<file path="config.mk">
export PLATFORM = sky130hd
export DESIGN_NAME = instruction_sequencer
export DESIGN_NICKNAME = d
export VERILOG_FILES = /design/src/rtl/instruction_sequencer.sv
export SDC_FILE = /design/constraint.sdc
export NUM_CORES = 1
export LEC_CHECK = 0
export ABC_AREA = 0
export CORE_ASPECT_RATIO = 1.75
export CORE_UTILIZATION = 45
export CTS_CLUSTER_DIAMETER = 200
export DETAILED_ROUTE_END_ITERATION = 16
export SYNTH_ARGS = -nofsm -noshare
export SYNTH_HDL_FRONTEND = slang
export SYNTH_SLANG_ARGS = --single-unit
</file>
<file path="constraint.sdc">
create_clock -name clk -period 3.8 [get_ports clk]
set_input_delay 1.14 -clock clk [delete_from_list [all_inputs] [get_ports clk]]
set_output_delay 1.14 -clock clk [all_outputs]
set_load 0.02 [all_outputs]
</file>
<file path="src/rtl/instruction_sequencer.sv">
// instruction_sequencer: program store and issue engine for the 8-bit processor.
// Holds DEPTH 18-bit instruction words. On start, each word is presented on id
// for HOLD clocks. Issue stops on the first HALT word (opcode 1000) or at the
// end of memory, which also raises the sticky overrun flag.
// Optional feature macro: SEQ_SINGLE_STEP_EN adds a step input. When it is
// defined, each step pulse advances to the next word in place of the HOLD timer.
module instruction_sequencer #(
    parameter int unsigned DEPTH  = 16,
    parameter int unsigned ADDR_W = 4,
    parameter int unsigned HOLD   = 5
) (
    input  logic              clk,
    input  logic              rst,
    input  logic              load_en,
    input  logic [ADDR_W-1:0] load_addr,
    input  logic [17:0]       load_data,
    input  logic              start,
`ifdef SEQ_SINGLE_STEP_EN
    input  logic              step,
`endif
    output logic [17:0]       id,
    output logic              id_valid,
    output logic [ADDR_W-1:0] pc,
    output logic              busy,
    output logic              halted,
    output logic              overrun
);

    localparam int unsigned CNT_W   = (HOLD > 1) ? $clog2(HOLD) : 1;
    localparam logic [3:0]  OP_HALT = 4'b1000;

    typedef enum logic [1:0] {IDLE, RUN, HALTED} state_t;

    state_t            state;
    logic [17:0]       mem [DEPTH];
    logic [CNT_W-1:0]  hold_cnt;
    logic [ADDR_W-1:0] next_pc;
    logic [17:0]       first_word;
    logic [17:0]       next_word;
    logic              advance;
    logic              at_end;

    // Combinational program reads from the registered pc, plus the advance decision
    always_comb begin
        next_pc    = pc + 1'b1;
        first_word = mem[0];
        next_word  = mem[next_pc];
        at_end     = (pc == ADDR_W'(DEPTH - 1));
`ifdef SEQ_SINGLE_STEP_EN
        advance    = step;
`else
        advance    = (hold_cnt == CNT_W'(HOLD - 1));
`endif
    end

    // Program store: written only when not issuing. Reset leaves it intact.
    always_ff @(posedge clk) begin
        if (load_en && state != RUN) begin
            mem[load_addr] <= load_data;
        end
    end

    // Issue FSM with registered outputs
    always_ff @(posedge clk) begin
        if (rst) begin
            state    <= IDLE;
            id       <= '0;
            pc       <= '0;
            hold_cnt <= '0;
            overrun  <= 1'b0;
            busy     <= 1'b0;
            halted   <= 1'b0;
            id_valid <= 1'b0;
        end else begin
            case (state)
                IDLE, HALTED: begin
                    // A simultaneous load takes priority, and start is dropped.
                    if (start && !load_en) begin
                        pc       <= '0;
                        id       <= first_word;
                        hold_cnt <= '0;
                        overrun  <= 1'b0;
                        id_valid <= 1'b1;
                        if (first_word[17:14] == OP_HALT) begin
                            state  <= HALTED;
                            busy   <= 1'b0;
                            halted <= 1'b1;
                        end else begin
                            state  <= RUN;
                            busy   <= 1'b1;
                            halted <= 1'b0;
                        end
                    end
                end
                RUN: begin
                    hold_cnt <= hold_cnt + 1'b1;
                    if (advance) begin
                        if (at_end) begin
                            state   <= HALTED;
                            id      <= '0;
                            overrun <= 1'b1;
                            busy    <= 1'b0;
                            halted  <= 1'b1;
                        end else begin
                            pc       <= next_pc;
                            id       <= next_word;
                            hold_cnt <= '0;
                            if (next_word[17:14] == OP_HALT) begin
                                state  <= HALTED;
                                busy   <= 1'b0;
                                halted <= 1'b1;
                            end
                        end
                    end
                end
                default: state <= IDLE;
            endcase
        end
    end

endmodule

</file>
# == Word level (Yosys, flattened, before mapping) ==
# Memory sizes are Yosys's and may differ from the RTL's.
# Cells that the tools add are included.
# W data, S select, Z words.
# totals
reg_bits,31
ram_bits,288
out_inout_bits,26
elab_cells,72
mem_count,1
# mem_list
name,depth,word_bits,read_ports,rd_clocked_by_memory_dff,wr,line_no,rtl
mem,16,18,2,0,1,35,logic [17:0] mem [DEPTH];
# op_classes
addsub,2
eq_ne,12
muxes,36
reduce_logical,13
# ops
cell,n
$mux W18,3
$pmux W18 S2,1
$mux W1,15
$eq A4 B4 Y1 const B,3
$mux W4,3
$reduce_and A4 Y1,3
$mux W2,5
$mux W3,3
$ne A2 B2 Y1 const B,4
$pmux W4 S2,1
$pmux W1 S2,3
$pmux W3 S2,1
$reduce_and A3 Y1,2
$add A4 B1 Y4 const B,1
$pmux W2 S2,1
$reduce_and A2 Y1,2
$add A3 B1 Y3 const B,1
$eq A3 B3 Y1 const B,1
$ne A3 B3 Y1 const B,1
$eq A2 B1 Y1 const B,1
$eq A2 B2 Y1 const B,1
$logic_and A1 B1 Y1,2
$logic_not A2 Y1,1
$ne A2 B1 Y1 const B,1
3 further kinds,3

# == Logic depth before layout (Yosys ltp) ==
# Gate-level depths: netlist (run 1).
# An unclocked memory read counts as a cell.
# depth
ltp_word,7
depth_mapped,10
depth_no_buf,8

# == Worst setup path after synthesis (run 1) ==
# Ideal clock, no wire load.
# synth_timing
path_kind,input to register
startpoint,input port load_addr[1]
endpoint,"memory mem[0][0], enable pin"
arrival_ps,2843
required_time_ps,3384
path_slack_ps,542
path_stages,2
path_buffers,0
path_cell_list,or3_1 -> nor3_1
# synth_lines
item,line_no,rtl
from (decl),15,"input logic [ADDR_W-1:0] load_addr,"
to (decl),35,
# Straight into the memory's write port.

# == Worst setup path after layout (run 1) ==
# layout_timing
startpoint,register pc[0]
endpoint,register busy
# layout_between
elab_chain_len,5
# layout_rtl
item,line_no,rtl
from (decl),23,"output logic [ADDR_W-1:0] pc,"
from (signal assigned),105,pc <= next_pc;
$add A4 B1 Y4,45,next_pc = pc + 1'b1;
$mem_v2 Z16 W18,n/a,
$eq A4 B4 Y1,108,if (next_word[17:14] == OP_HALT) begin
$ne A3 B3 Y1 (no line),n/a,
$reduce_and A4 Y1 (no line),n/a,
to (signal assigned),71,busy <= 1'b0;
to (signal assigned),102,busy <= 1'b0;
to (signal assigned),110,busy <= 1'b0;
to (decl),24,"output logic busy,"
# Parallel ways exist; a longest one is shown, timed or not. The select of a mux whose other input is x is not followed.
# A chain may end at the register's enable or synchronous reset.

==> flow_summary.json, run 1 <==
{
  "status": "complete, but fails checks",
  "violations": "DRC",
  "ff2ff_setup_slack_ps": 750,
  "cp_num_buf_inv": 1,
  "p_total_uw": 7240,
  "grt_pass1_wl_um": 43400,
  "max_freq_ghz": 0.328,
  "insertion_delay_ps": 550,
  "ys_types": 54,
  "first_pass_iters": 11,
  "port_buffers": 51,
  "diodes": 0,
  "netlist_area_um2": 12700,
  "cp.arrival_ps": 3470,
  "crit_path_cell_trace": "ha_2 -> xor2_4 -> buf_4 -> mux2i_1 -> a211o_1 -> o21ai_1 -> nor3b_2 -> o22ai_1",
  "slowest_delay_ps": 620,
  "yosys_warnings": 0,
  "vias": 6872,
  "drc": 2,
  "grt-ovfl-total": 0,
  "crit_type": "reg -> reg",
  "dp_hpwl_um": 17900,
  "hold_buffers": 0,
  "instances_no_fill": 1196,
  "synth_area_leaders": "edfxtp_1 68%, mux4_2 10%, dfxtp_1 4.9%",
  "crit_required_ps": 4220,
  "ys_seq_area_share_pct": 73.0,
  "finalCriticalPeriod_ps": 3050,
  "die_area_um2": 28900,
  "ioPinCount": 52,
  "cts.sinks": 319,
  "first_global_vias": 7165,
  "rows": 81,
  "syn2layout_area_growth_pct": 16.2,
  "slew_headroom_pct": 38.4,
  "dp_cells": 1146,
  "final_nets": 832,
  "syn-instance-count": 729,
  "finalMaxSlewViolations": 0,
  "viasPerCell": 5.75,
  "grt_usage_pct": 20.9,
  "skew_ps": 12.0,
  "setup_tns_ps": 0,
  "yosys_most_used_dff": "edfxtp_1",
  "clockRootBuffer": "clkbuf_16",
  "synthTopCellsByCount": "288 x edfxtp_1, 76 x nand2_1, 57 x mux4_2",
  "die_x_um": 129,
  "synth-edff-count": 288,
  "slowest_stage": "dfxtp_4",
  "ys_ff_latch": 319,
  "first_iter_violations": 522,
  "syn-num-nets": 758,
  "synth_top_area_cell": "edfxtp_1",
  "drv_cap": 0,
  "cts_setup_buffers": 0,
  "fin_crit_sh_pct": 80.3,
  "clock_path_buffers": 3,
  "start_util_pct": 45.6,
  "routed_wl_um": 28800,
  "tightest_slew_ps": 924,
  "cp_top_family": "flip-flops",
  "post-route-util_pct": 52.9,
  "drive_above_1_share_pct": 20.2,
  "start_kind": "flip-flop",
  "synth.top_cell.area_share_pct": 68.1,
  "async_reset_ff_share_pct": 0,
  "cts_repair_resize_count": 0,
  "cp_max_fo": 26,
  "path_clk_slew_ps": 70,
  "wl_per_cell_um": 24.1,
  "postRouteAntennaNets": 0,
  "rsz0062_at_grt": "no",
  "peakVddDrop_v": 0.000329,
  "core_um2": 27900,
  "htree_levels": 1,
  "timing.hold.worst.class": "reg -> reg",
  "p_leak_uw": 0.00467,
  "cts_tree": "done",
  "endpoint_kind": "flip-flop",
  "grt_max_degree": 73,
  "p_per_area_nw_per_um2": 491,
  "antenna_found_initial": 0,
  "gp_congestion": 0.837,
  "yosysMostFrequentCell": "edfxtp_1",
  "report.final.hold_viol_count": 0,
  "setup_viol": 0,
  "die_h_um": 224,
  "numCtsBuffers": 28,
  "avgSynthCellArea_um2": 17.4
}
## registers in the layout (all words and copies together) (netlist names)
register / flops
mem: 288
id: 18
pc: 4
hold_cnt: 3
state: 2
busy: 1
halted: 1
id_valid: 1
overrun: 1
## worst min-delay path, delay by kind of cell, from the launching register on
kind               cells  cell delay (ps)
DFF                    1              320
AOI/OAI and AO/OA      2              130
## worst paths after layout
path,from,end,depth (start not counted)
worst max-delay path,pc[0]$_SDFFE_PP0P_,busy$_SDFFE_PP0P_,8
worst min-delay path,overrun$_SDFFE_PP0P_,overrun$_SDFFE_PP0P_,2
worst max register to register,pc[0]$_SDFFE_PP0P_,busy$_SDFFE_PP0P_,8
worst min register to register,overrun$_SDFFE_PP0P_,overrun$_SDFFE_PP0P_,2
## cell usage in the layout (no fill, tap or decap), types with 3 or more instances in the layout
master and instances:
buf_4 32, clkinv_1 5, clkbuf_16 29, bufinv_16 5
nand3_1 33, dfxtp_1 30, nand4_1 3, o21ai_0 7
a211oi_1 17, clkdlybuf4s50_1 51, nor2_2 12, nor2_1 39
nand2_1 76, edfxtp_1 288, mux2i_1 18, nor3b_1 8
nand2b_1 3, inv_1 3, nand3b_1 7, mux2_2 8
mux4_2 57, a32oi_1 15, a21oi_1 10, nor3_2 4
clkbuf_1 5, clkinv_2 4, a22oi_1 3, nor3_1 5
and2_1 3, mux4_1 3
## per-layer routing
metal / vias to the layer above / track usage, % / routed length [um]
met2: 215 / 38.0 / 15700
li1: 3035 / - / -
met5: - / 0 / 0
met1: 3560 / 23.9 / 10600
met4: 0 / 9.91 / 1240
met3: 62 / 3.02 / 1290
## layout make-up
type,count,area (um2)
Multi-Input combinational cell,366,3260
Timing Repair Buffer,85,791
Tap cell,373,467
Fill cell,2193,13100
Sequential cell,319,9270
Inverter,3,11.3
Clock buffer,34,744
Clock inverter,16,204
## where the power goes
group	switching, uW	leakage, uW	internal (uW)
Sequential	26.5	0.00285	3890
Clock	1220	0.000458	1730
Combinational	232	0.00135	152
## cells by family after synthesis
| family | Yosys count | share of synthesized area, % |
|---|---|---|
| flops | 319 | 73.0 |
| simple gates | 200 | 7.18 |
| mux | 88 | 13.0 |
| compound gates | 71 | 4.08 |
| buf+inv | 44 | 1.93 |
| xor+xnor | 4 | 0.483 |
| fa+ha+maj | 3 | 0.296 |
## stage by stage
stage	worst slack, ps	cell area, um2	hold WS (ps)
floorplan	542	12700	466
global placement	693	13800	479
detailed placement	611	13800	479
CTS	695	14800	493
global route	524	14800	515
finish	750	14800	493
Note: power is estimated with default switching activity, not from simulation.
==> run 2, diff against run 1 <==
==> constraint.sdc (replaced) <==
create_clock -name clk -period 2.84 [get_ports clk]
set_input_delay 0.852 -clock clk [delete_from_list [all_inputs] [get_ports clk]]
set_output_delay 0.852 -clock clk [all_outputs]
set_load 0.02 [all_outputs]
==> run 2 against run 1 <==
Net effect: the run now ends clean; critical path depth decreased by 7; register-to-register slack got worse by 600 ps; clock skew about the same; critical path type is now reg -> out; critical endpoint is now pc[2].
==> flow_summary.json, run 2 (synthesized netlist as in run 1, its figures left out) <==
{
  "r2r_start": "pc[1]$_SDFFE_PP0P_",
  "r2r_cells": 7,
  "mostFrequentLayoutCells": "288 x edfxtp_1, 76 x nand2_1, 57 x mux4_2",
  "switching_share_pct": 21.6,
  "multi_input_area_um2": 3270,
  "path_clk_slew_ps": 70,
  "fin_crit_sh_pct": 97.0,
  "min-delay-start": "overrun$_SDFFE_PP0P_",
  "syn2layout_area_growth_pct": 17.5,
  "ff2ff_setup_slack_ps": 150,
  "wl_per_cell_um": 24.5,
  "endpoint_kind": "primary output",
  "min_path_cells": 2,
  "cp.arrival_ps": 1900,
  "reg2reg_to": "state[0]$_SDFFE_PP0P_",
  "clockRootBuffer": "clkbuf_16",
  "top_register": "mem",
  "min_to": "overrun$_SDFFE_PP0P_",
  "drive_above_1_share_pct": 21.4,
  "finalCriticalPeriod_ps": 2760,
  "peakVddDrop_v": 0.000415,
  "grt_max_degree": 73,
  "grt_pass1_wl_um": 44900,
  "final_nets": 842,
  "cts_setup_buffers": 0,
  "p_clk_share_pct": 39.1,
  "slowest_stage": "clkdlybuf4s50_1",
  "viasPerCell": 5.69,
  "seqCellArea_um2": 9270,
  "setup_viol": 0,
  "rsz0062_at_grt": "no",
  "core_um2": 27900,
  "p_leak_uw": 0.00475,
  "die_x_um": 129,
  "timing.hold.worst.class": "reg -> reg",
  "cts_repair_resize_count": 0,
  "clock_path_buffers": 3,
  "seqPwrFrac_pct": 55.2,
  "port_buffers": 51,
  "dp_slack_ps": 55.5,
  "skew_ps": 11.8,
  "die_h_um": 224,
  "first_iter_violations": 488,
  "routed_wl_um": 29600,
  "whs_ps": 478,
  "status": "finished, final reports clean",
  "rows": 81,
  "gp_congestion": 0.861,
  "final_common_cell": "edfxtp_1",
  "max_freq_ghz": 0.363,
  "crit_start": "pc[2]$_SDFFE_PP0P_",
  "p_switching_uw": 2050,
  "top_regs": "mem (288), id (18), pc (4)",
  "finalMaxSlewViolations": 0,
  "report.final.hold_viol_count": 0,
  "ioPinCount": 52,
  "grt_usage_pct": 21.5,
  "cts_tree": "done",
  "first_global_vias": 7366,
  "htree_levels": 1,
  "numCtsBuffers": 28,
  "dp_hpwl_um": 19400,
  "diodes": 0,
  "cp_max_fo": 8,
  "grt-ovfl-total": 0,
  "drv_cap": 0,
  "crit_path_cell_trace": "clkdlybuf4s50_1",
  "postRouteAntennaNets": 0,
  "hold_buffers": 0,
  "start_util_pct": 45.6,
  "slew_headroom_pct": 57.2,
  "drc": 0,
  "power.share.combinational_pct": 5.7,
  "cp_top_family": "buffers and inverters",
  "setup_tns_ps": 0,
  "first_pass_iters": 5,
  "start_kind": "flip-flop",
  "tightest_slew_ps": 640,
  "die_area_um2": 28900,
  "insertion_delay_ps": 560,
  "cts.sinks": 319,
  "crit_type": "reg -> out",
  "largest_reg_flops": 288,
  "antenna_found_initial": 0,
  "slowest_delay_ps": 700,
  "p_int_uw": 7430,
  "fill_cells": 2209,
  "cp_num_buf_inv": 1,
  "vias": 6862,
  "final.setup.worst_slack_ps": 84.4,
  "p_per_area_nw_per_um2": 635,
  "crit_required_ps": 1990
}
## run 2: routing by layer
metal / GRT usage (%) / vias up / part of all wire [%]
met3: 2.33 / 74 / 4.1
met4: 11.0 / 0 / 4.6
met5: 0 / - / 0
met2: 39.0 / 199 / 55
met1: 24.8 / 3519 / 37
li1: - / 3070 / -
## run 2: power groups by stage
stage | combinational, uW | sequential [uW] | clock, uW
5_1_grt | 583 | 5240 | 3930
6_report | 543 | 5230 | 3710
2_1_floorplan | 229 | 5370 | 0
3_3_place_gp | 530 | 5330 | 0
4_1_cts | 549 | 5230 | 3760
3_5_place_dp | 547 | 5340 | 0
## run 2: metrics by stage
stage                     cells  util [%]  area, um2  total power (uW)
after CTS                  1206      53.5      14900              9550
after floorplan             729         -      12700              5590
final                      1206      53.5      14900              9480
after global routing       1206      53.5      14900              9750
after detailed placement   1156      50.3      14000              5880
after global placement     1156      50.3      14000              5860
## run 2: worst max path at each step
stage | endpoint | cells after the start
after CTS | state[0]$_SDFFE_PP0P_ | 7
after floorplan | mem[1][0]$_DFFE_PP_ | 4
after global placement | state[0]$_SDFFE_PP0P_ | 7
final | pc[2] | 1
after detailed placement | state[0]$_SDFFE_PP0P_ | 7
after global routing | pc[0] | 2
## run 2: tightest hold or removal path, cell delays in order (launching register included)
cell and delay (ps):
dfxtp_1 310, o21ai_0 60, a21oi_1 60
## run 2: final cells by class
type	count	area share [%]
sequential	319	62.2
multi-input combinational	366	21.9
timing repair buffer	95	6.81
clock buffer	33	5.11
tap	373	3.13
clock inverter	17	0.822
inverter	3	0.0755
